File: src/rtl/column_raster_engine.sv
// Column raster engine: per frame, optionally clears the frame buffer, then walks every screen
// column, fetches that column's wall slice from the ray caster over req/ack, centres it
// vertically and streams the resulting pixels to the frame-buffer writer with back-pressure.
module column_raster_engine #(
    parameter int unsigned SCREEN_W  = 160,
    parameter int unsigned SCREEN_H  = 120,
    parameter int unsigned COLOR_W   = 3,
    parameter int unsigned FILL_MODE = 0,
    parameter int unsigned X_W       = $clog2(SCREEN_W),
    parameter int unsigned Y_W       = $clog2(SCREEN_H)
) (
    input  logic               clock,
    input  logic               reset,
    input  logic               frame_start,
    input  logic [COLOR_W-1:0] clear_color,
    input  logic [COLOR_W-1:0] ceil_color,
    input  logic [COLOR_W-1:0] floor_color,
    output logic               slice_req,
    output logic [X_W-1:0]     slice_col,
    input  logic               slice_ack,
    input  logic [Y_W:0]       slice_size,
    input  logic               slice_skip,
    input  logic [COLOR_W-1:0] slice_color,
    output logic               plot,
    input  logic               plot_ready,
    output logic [X_W-1:0]     x,
    output logic [Y_W-1:0]     y,
    output logic [COLOR_W-1:0] color,
    output logic               busy,
    output logic               frame_done
);

    localparam logic [X_W-1:0] XLast    = X_W'(SCREEN_W - 1);
    localparam logic [Y_W-1:0] YLast    = Y_W'(SCREEN_H - 1);
    localparam logic [Y_W:0]   HSize    = (Y_W + 1)'(SCREEN_H);
    localparam bit             FillMode = (FILL_MODE != 0);

    typedef enum logic [2:0] {
        StIdle,
        StClear,
        StReq,
        StLoc,
        StDraw,
        StDone
    } state_e;

    state_e             state_q, state_d;
    logic [X_W-1:0]     col_q, col_d;
    logic [COLOR_W-1:0] ceil_q, ceil_d;
    logic [COLOR_W-1:0] floor_q, floor_d;
    logic [COLOR_W-1:0] wall_q, wall_d;
    // Effective wall height: already saturated and forced to zero for skipped columns.
    logic [Y_W:0]       size_q, size_d;
    logic [Y_W:0]       top_q, top_d;
    logic [Y_W:0]       bot_q, bot_d;
    logic               plot_q, plot_d;
    logic [X_W-1:0]     x_q, x_d;
    logic [Y_W-1:0]     y_q, y_d;
    logic [COLOR_W-1:0] color_q, color_d;

    logic [Y_W:0]       loc_top;
    logic [Y_W:0]       loc_bot;
    logic               beat;
    logic               last_draw_px;

    // Colour of row yy in ceiling/wall/floor fill mode, given the slice span [t, b).
    function automatic logic [COLOR_W-1:0] fill_color(
        input logic [Y_W-1:0]     yy,
        input logic [Y_W:0]       t,
        input logic [Y_W:0]       b,
        input logic [COLOR_W-1:0] c_ceil,
        input logic [COLOR_W-1:0] c_wall,
        input logic [COLOR_W-1:0] c_floor
    );
        logic [Y_W:0] ext;
        ext = {1'b0, yy};
        if (ext < t) begin
            return c_ceil;
        end else if (ext < b) begin
            return c_wall;
        end else begin
            return c_floor;
        end
    endfunction

    // Vertical centring of the current slice; odd leftovers put the wall half a pixel high.
    always_comb begin
        loc_top = (HSize - size_q) >> 1;
        loc_bot = loc_top + size_q;
    end

    // Beat handshake and end-of-column detection for the draw pass.
    always_comb begin
        beat = plot_q & plot_ready;
        if (FillMode) begin
            last_draw_px = (y_q == YLast);
        end else begin
            last_draw_px = (({1'b0, y_q} + 1'b1) == bot_q);
        end
    end

    // Next-state logic: frame sequencing, slice capture and pixel stepping.
    always_comb begin
        state_d = state_q;
        col_d   = col_q;
        ceil_d  = ceil_q;
        floor_d = floor_q;
        wall_d  = wall_q;
        size_d  = size_q;
        top_d   = top_q;
        bot_d   = bot_q;
        plot_d  = plot_q;
        x_d     = x_q;
        y_d     = y_q;
        color_d = color_q;

        case (state_q)
            StIdle: begin
                if (frame_start) begin
                    ceil_d  = ceil_color;
                    floor_d = floor_color;
                    col_d   = '0;
                    if (FillMode) begin
                        state_d = StReq;
                    end else begin
                        // First clear pixel is presented straight away; color_q then holds
                        // the clear colour for the rest of the pass.
                        state_d = StClear;
                        plot_d  = 1'b1;
                        x_d     = '0;
                        y_d     = '0;
                        color_d = clear_color;
                    end
                end
            end

            StClear: begin
                if (beat) begin
                    if (x_q == XLast) begin
                        x_d = '0;
                        if (y_q == YLast) begin
                            plot_d  = 1'b0;
                            state_d = StReq;
                        end else begin
                            y_d = y_q + 1'b1;
                        end
                    end else begin
                        x_d = x_q + 1'b1;
                    end
                end
            end

            StReq: begin
                if (slice_ack) begin
                    wall_d = slice_color;
                    if (slice_skip) begin
                        size_d = '0;
                    end else if (slice_size > HSize) begin
                        size_d = HSize;
                    end else begin
                        size_d = slice_size;
                    end
                    state_d = StLoc;
                end
            end

            StLoc: begin
                top_d = loc_top;
                bot_d = loc_bot;
                x_d   = col_q;
                if (FillMode) begin
                    plot_d  = 1'b1;
                    y_d     = '0;
                    color_d = fill_color('0, loc_top, loc_bot, ceil_q, wall_q, floor_q);
                    state_d = StDraw;
                end else if (size_q == '0) begin
                    // Empty column: no pixels, move straight on.
                    if (col_q == XLast) begin
                        state_d = StDone;
                    end else begin
                        col_d   = col_q + 1'b1;
                        state_d = StReq;
                    end
                end else begin
                    plot_d  = 1'b1;
                    y_d     = loc_top[Y_W-1:0];
                    color_d = wall_q;
                    state_d = StDraw;
                end
            end

            StDraw: begin
                if (beat) begin
                    if (last_draw_px) begin
                        plot_d = 1'b0;
                        if (col_q == XLast) begin
                            state_d = StDone;
                        end else begin
                            col_d   = col_q + 1'b1;
                            state_d = StReq;
                        end
                    end else begin
                        y_d = y_q + 1'b1;
                        if (FillMode) begin
                            color_d = fill_color(y_q + 1'b1, top_q, bot_q, ceil_q, wall_q,
                                                 floor_q);
                        end else begin
                            color_d = wall_q;
                        end
                    end
                end
            end

            StDone: begin
                state_d = StIdle;
            end

            default: begin
                state_d = StIdle;
                plot_d  = 1'b0;
            end
        endcase
    end

    // State and output registers; reset aborts any frame in progress.
    always_ff @(posedge clock) begin
        if (reset) begin
            state_q <= StIdle;
            col_q   <= '0;
            ceil_q  <= '0;
            floor_q <= '0;
            wall_q  <= '0;
            size_q  <= '0;
            top_q   <= '0;
            bot_q   <= '0;
            plot_q  <= 1'b0;
            x_q     <= '0;
            y_q     <= '0;
            color_q <= '0;
        end else begin
            state_q <= state_d;
            col_q   <= col_d;
            ceil_q  <= ceil_d;
            floor_q <= floor_d;
            wall_q  <= wall_d;
            size_q  <= size_d;
            top_q   <= top_d;
            bot_q   <= bot_d;
            plot_q  <= plot_d;
            x_q     <= x_d;
            y_q     <= y_d;
            color_q <= color_d;
        end
    end

    assign slice_req  = (state_q == StReq);
    assign slice_col  = col_q;
    assign busy       = (state_q != StIdle);
    assign frame_done = (state_q == StDone);
    assign plot       = plot_q;
    assign x          = x_q;
    assign y          = y_q;
    assign color      = color_q;

endmodule
File: config.mk
export PLATFORM = sky130hd
export DESIGN_NAME = column_raster_engine
export DESIGN_NICKNAME = d
export VERILOG_FILES = /design/src/rtl/column_raster_engine.sv
export SDC_FILE = /design/constraint.sdc
export NUM_CORES = 1
export LEC_CHECK = 0
export ABC_AREA = 1
export CAP_MARGIN = 20
export CORE_UTILIZATION = 48
export CTS_CLUSTER_SIZE = 28
export DETAILED_ROUTE_END_ITERATION = 8
export GPL_TIMING_DRIVEN = 0
export PLACE_DENSITY = 0.73
export SYNTH_ARGS = -nofsm -noshare
export SYNTH_HDL_FRONTEND = slang
export SYNTH_SLANG_ARGS = --single-unit
File: constraint.sdc
create_clock -name clock -period 2.37 [get_ports clock]
set_input_delay 0.474 -clock clock [delete_from_list [all_inputs] [get_ports clock]]
set_output_delay 0.474 -clock clock [all_outputs]
set_load 0.02 [all_outputs]
Yosys cells after proc, flatten, opt, wreduce, memory -nomap -nowiden
Cells that the tools add are included.
W data, S select, Z words.

operators by class
  add/sub/neg operators = 6
  magnitude comparators = 1
  equal/unequal tests = 20
  multiplexer cells = 42
  bitwise logic cells = 2
  reductions and logical operators = 14

operator list
  kind                   count
  $mux W8                9
  $mux W7                7
  $pmux W8 S3            2
  $mux W3                13
  $pmux W7 S4            1
  $ne A2 B2 Y1 const B   10
  $add A8 B1 Y8 const B  2
  $eq A8 B8 Y1 const B   2
  $reduce_and A8 Y1      2
  $pmux W3 S5            1
  $reduce_and A5 Y1      2
  $pmux W3 S3            1
  $reduce_bool A3 Y1     3
  $add A7 B1 Y8 const B  1
  $add A7 B8 Y8          1
  $eq A8 B8 Y1           1
  $gt A8 B7 Y1 const B   1
  $logic_not A8 Y1       1
  $sub A7 B8 Y8 const A  1
  $add A7 B1 Y7 const B  1
  $eq A7 B7 Y1 const B   1
  $mux W1                7
  $reduce_and A7 Y1      1
  $eq A3 B2 Y1 const B   2
  other kinds (11)       12

word-level totals
  register bits = 49
  bits of input ports = 26
  output and inout bits = 30
  word-level logic and storage cells = 94

Longest topological paths before layout
  depth after elaboration = 5
  gate-level depth with buffers = 16
  mapped depth without buffers = 16

Worst setup path after synthesis
OpenSTA, ideal clock, no wires.

  path kind = register to register
  from = register size_q[1]
  to = register bot_q[7]
  library setup time = 0.115 ns
  arrival = 2.095 ns
  required time = 2.255 ns
  slack = 0.160 ns
  cell stages (with the launch flop) = 15
  path buffers = 0
  period minus slack after synthesis = 2.210 ns
  path through = dfxtp_1 > inv_1 > ha_1 > a21oi_1 > nand3_1 > xor2_1 > inv_1 > ha_1 > nand2_1 > inv_1 > nand4_1 > o211ai_1 > xor2_1 > o21ai_0 > inv_1

on the way
  cells in the longest elaborated chain, start to end = 2

RTL lines
  item                    RTL line  RTL
  from (decl)             53        logic [Y_W:0] size_q, size_d;
  from (signal assigned)  246       size_q <= size_d;
  $sub A7 B8 Y8           88        loc_top = (HSize - size_q) >> 1;
  $add A7 B8 Y8 *         89        loc_bot = loc_top + size_q;
  to (signal assigned)    248       bot_q <= bot_d;
  to (decl)               55        logic [Y_W:0] bot_q, bot_d;

Every way passes the cells marked *; elsewhere a longest branch is shown, timed or not.
A chain may end at the register's enable or synchronous reset.

Final worst setup path
Ends and elaborated chain as after synthesis.

==> reports/results.ini <==
[clocking]
clock-root-buffer = clkbuf_8
path_clk_slew_ns = 0.09
ctsHtreeMaxLevel = 2
cts_tree = done
cts.path.max_buffers = 2
cts_made_buffers = 5
clk_latency_ns = 0.31
cts_num_sinks = 49
hold_buffers = 0

[worst_setup_path]
cp_max_fo = 4
crit_slowest_cell = dfxtp_4
cpMostUsedCell = inv_1
cp-start-kind = register
cpPeakStageDelay_ns = 0.38
cp.required_ns = 2.57
cp.arrival_ns = 2.48
endpoint_kind = register
crit_type = reg2reg
path_cells = inv_1, ha_2, a21oi_4, nand3_2, xor2_2, inv_1, ha_1, nand2_1, inv_1, nand4_1, o211ai_1, xor2_1, o21ai_1, inv_1

[global_routing]
grt_pass1_wl_mm = 13.95
grtUsageTotal_pct = 24.12
first_global_vias = 2995
grt_max_degree = 16
antenna_found_initial = 0
grt_overflow = 0

[outcome]
outcome = complete, but fails checks
violations = design-rule violations

[synthesis]
ys_top_cells_by_area = dfxtp_1 30%, nand2_1 14%, nor2_1 8.0%
async_flop_share_pct = 0
yosysTopAreaCell = dfxtp_1
synthTopCellsByCount = 125 x nand2_1, 70 x nor2_1, 62 x inv_1, 49 x dfxtp_1, 40 x a21oi_1
synth_seq_cells = 49
synthCells = 518
ys_seq_area_share_pct = 29.84
synth_cell_types = 38
post-synth-top-count-cell = nand2_1
synth_enable_flop_cells = 0
synthFlopType = dfxtp_1
syn-cell-area_mm2 = 0.003287
synth_top_area_share_pct = 29.84
syn_avg_cell_area_um2 = 6.345
yosys_warnings = 0
syn_nets = 559

[layout]
stdcell_area_mm2 = 0.004058
layout-drive-gt1-share_pct = 8.681
num-nets-final = 616
diodes = 0
final_core_util_pct = 62.47
area_growth_syn_to_layout_pct = 23.45

[min_path]
hp-class = reg2reg

[placed_design]
gp_congestion = 0.9513
place_area_mm2 = 0.003874
post-dp-hpwl_mm = 6.472
portBuffers = 49

[route]
drt_wl_total_mm = 8.405
vias = 3482
firstDrtPassIters = 7
wl_per_cell_um = 12.87
drc_errors = 6
final_antenna_net_count = 0
via_per_inst = 5.332
drt_iter0_markers = 245

[sta]
max_slew_margin_pct = 62.81
setup_viol = 0
final_max_slew_viol_count = 0
tightest_slew_ns = 0.5578
clock_skew_ns = 0.008331
rsz0062_at_grt = true
finalCriticalPeriod_ns = 2.272
period_share_pct = 95.86
max_freq_mhz = 440.2
hold_violations = 0
fin_tns_setup_ns = 0

[power_and_ir_drop]
finalPower_mw = 3.703
power_density_mw_per_mm2 = 912.5
ir_worst_vdd_uv = 487.5
power.leakage_nw = 1.779

[floorplan]
io_pins = 56
num_rows = 29
fp.dieArea_mm2 = 0.007183
die-height_um = 84.75
initial_core_util_pct = 50.61
die_x_um = 84.75
core_area_mm2 = 0.006495

[flow_run]
cap_viol_max_count = 0

[report_power, final]
part | switching [mW] | total, mW | leakage, nW | internal, mW
logic | 1.12 | 1.83 | 1.31 | 0.708
clock network | 0.298 | 0.718 | 0.0681 | 0.420
registers | 0.177 | 1.16 | 0.402 | 0.979
total | 1.60 | 3.70 | 1.78 | 2.11
[per-layer routing]
layer / routed length, um / up-vias / global-route usage, %
li1: - / 1782 / -
met1: 3888 / 1575 / 32.49
met2: 3939 / 118 / 40.87
met3: 497 / 7 / 3.343
met4: 80 / 0 / 5.701
met5: 0 / - / 0
[kinds of logic after synthesis]
logic type,count (synthesis),share of synthesized area (%)
AOI/OAI and AO/OA,90,14.62
xor gates and xnor gates,15,3.997
buffers and inverters,82,10.09
adders and majority gates,15,5.938
DFF,49,29.84
and+or+nand+nor,267,35.52
[path summary, 6_finish.rpt]
kind              from        to  slack [ns]  cells past startpoint
min reg2reg   bot_q[0]  bot_q[0]        0.48                      2
max reg2reg  size_q[1]  bot_q[7]         0.1                     14
min           bot_q[0]  bot_q[0]        0.48                      2
max          size_q[1]  bot_q[7]         0.1                     14
[layout by cell type (no fill, tap or decap), types with 7 or more instances in the layout]
master	count
inv_1	61
dfxtp_1	45
xor2_1	9
nor2_1	70
clkdlybuf4s50_1	48
a21oi_1	39
nand3b_1	7
o21ai_0	34
inv_2	8
nand3_1	30
nor3_1	7
ha_1	13
nand2_1	125
[cell type report]
type,instances,area (um^2)
Timing Repair Buffer,50,500.5
Buffer,10,58.81
Sequential cell,49,991.0
Inverter,72,272.8
Clock inverter,3,65.06
Multi-Input combinational cell,387,2004
Tap cell,77,96.34
Clock buffer,5,68.82
Fill cell,624,2437
[per-stage QoR]
step	setup slack (ns)	cells	hold WS [ns]
finish	0.09823	653	0.4822
global route	-0.09494	653	0.5047
CTS	0.002661	653	0.4812
detailed placement	-0.1995	644	0.4665
global placement	-0.09926	644	0.4612
floorplan	0.1598	518	0.4444
[registers in the layout (all words and copies together) (netlist names)]
register,flops
bot_q,8
color,3
plot,1
size_q,8
slice_col,8
state_q,3
wall_q,3
x,8
y,7
[what timing repair did]
| action | 4_1_cts | 5_1_grt |
|---|---|---|
| endpoints found under the hold margin | 0 | 0 |
| setup buffers | 1 | 0 |
| pin swaps | 2 | 2 |
| resized for setup | 7 | 9 |
| setup endpoints to repair | 2 | 20 |
[worst max-delay path, delay by kind of cell (launching register included)]
family / cells / cell delay, ns
adders and majority gates: 2 / 0.51
AOI/OAI and AO/OA: 3 / 0.39
DFF: 1 / 0.38
xor gates and xnor gates: 2 / 0.33
and+or+nand+nor: 3 / 0.29
buffers and inverters: 4 / 0.27
Note: power is estimated with default switching activity, not from simulation.
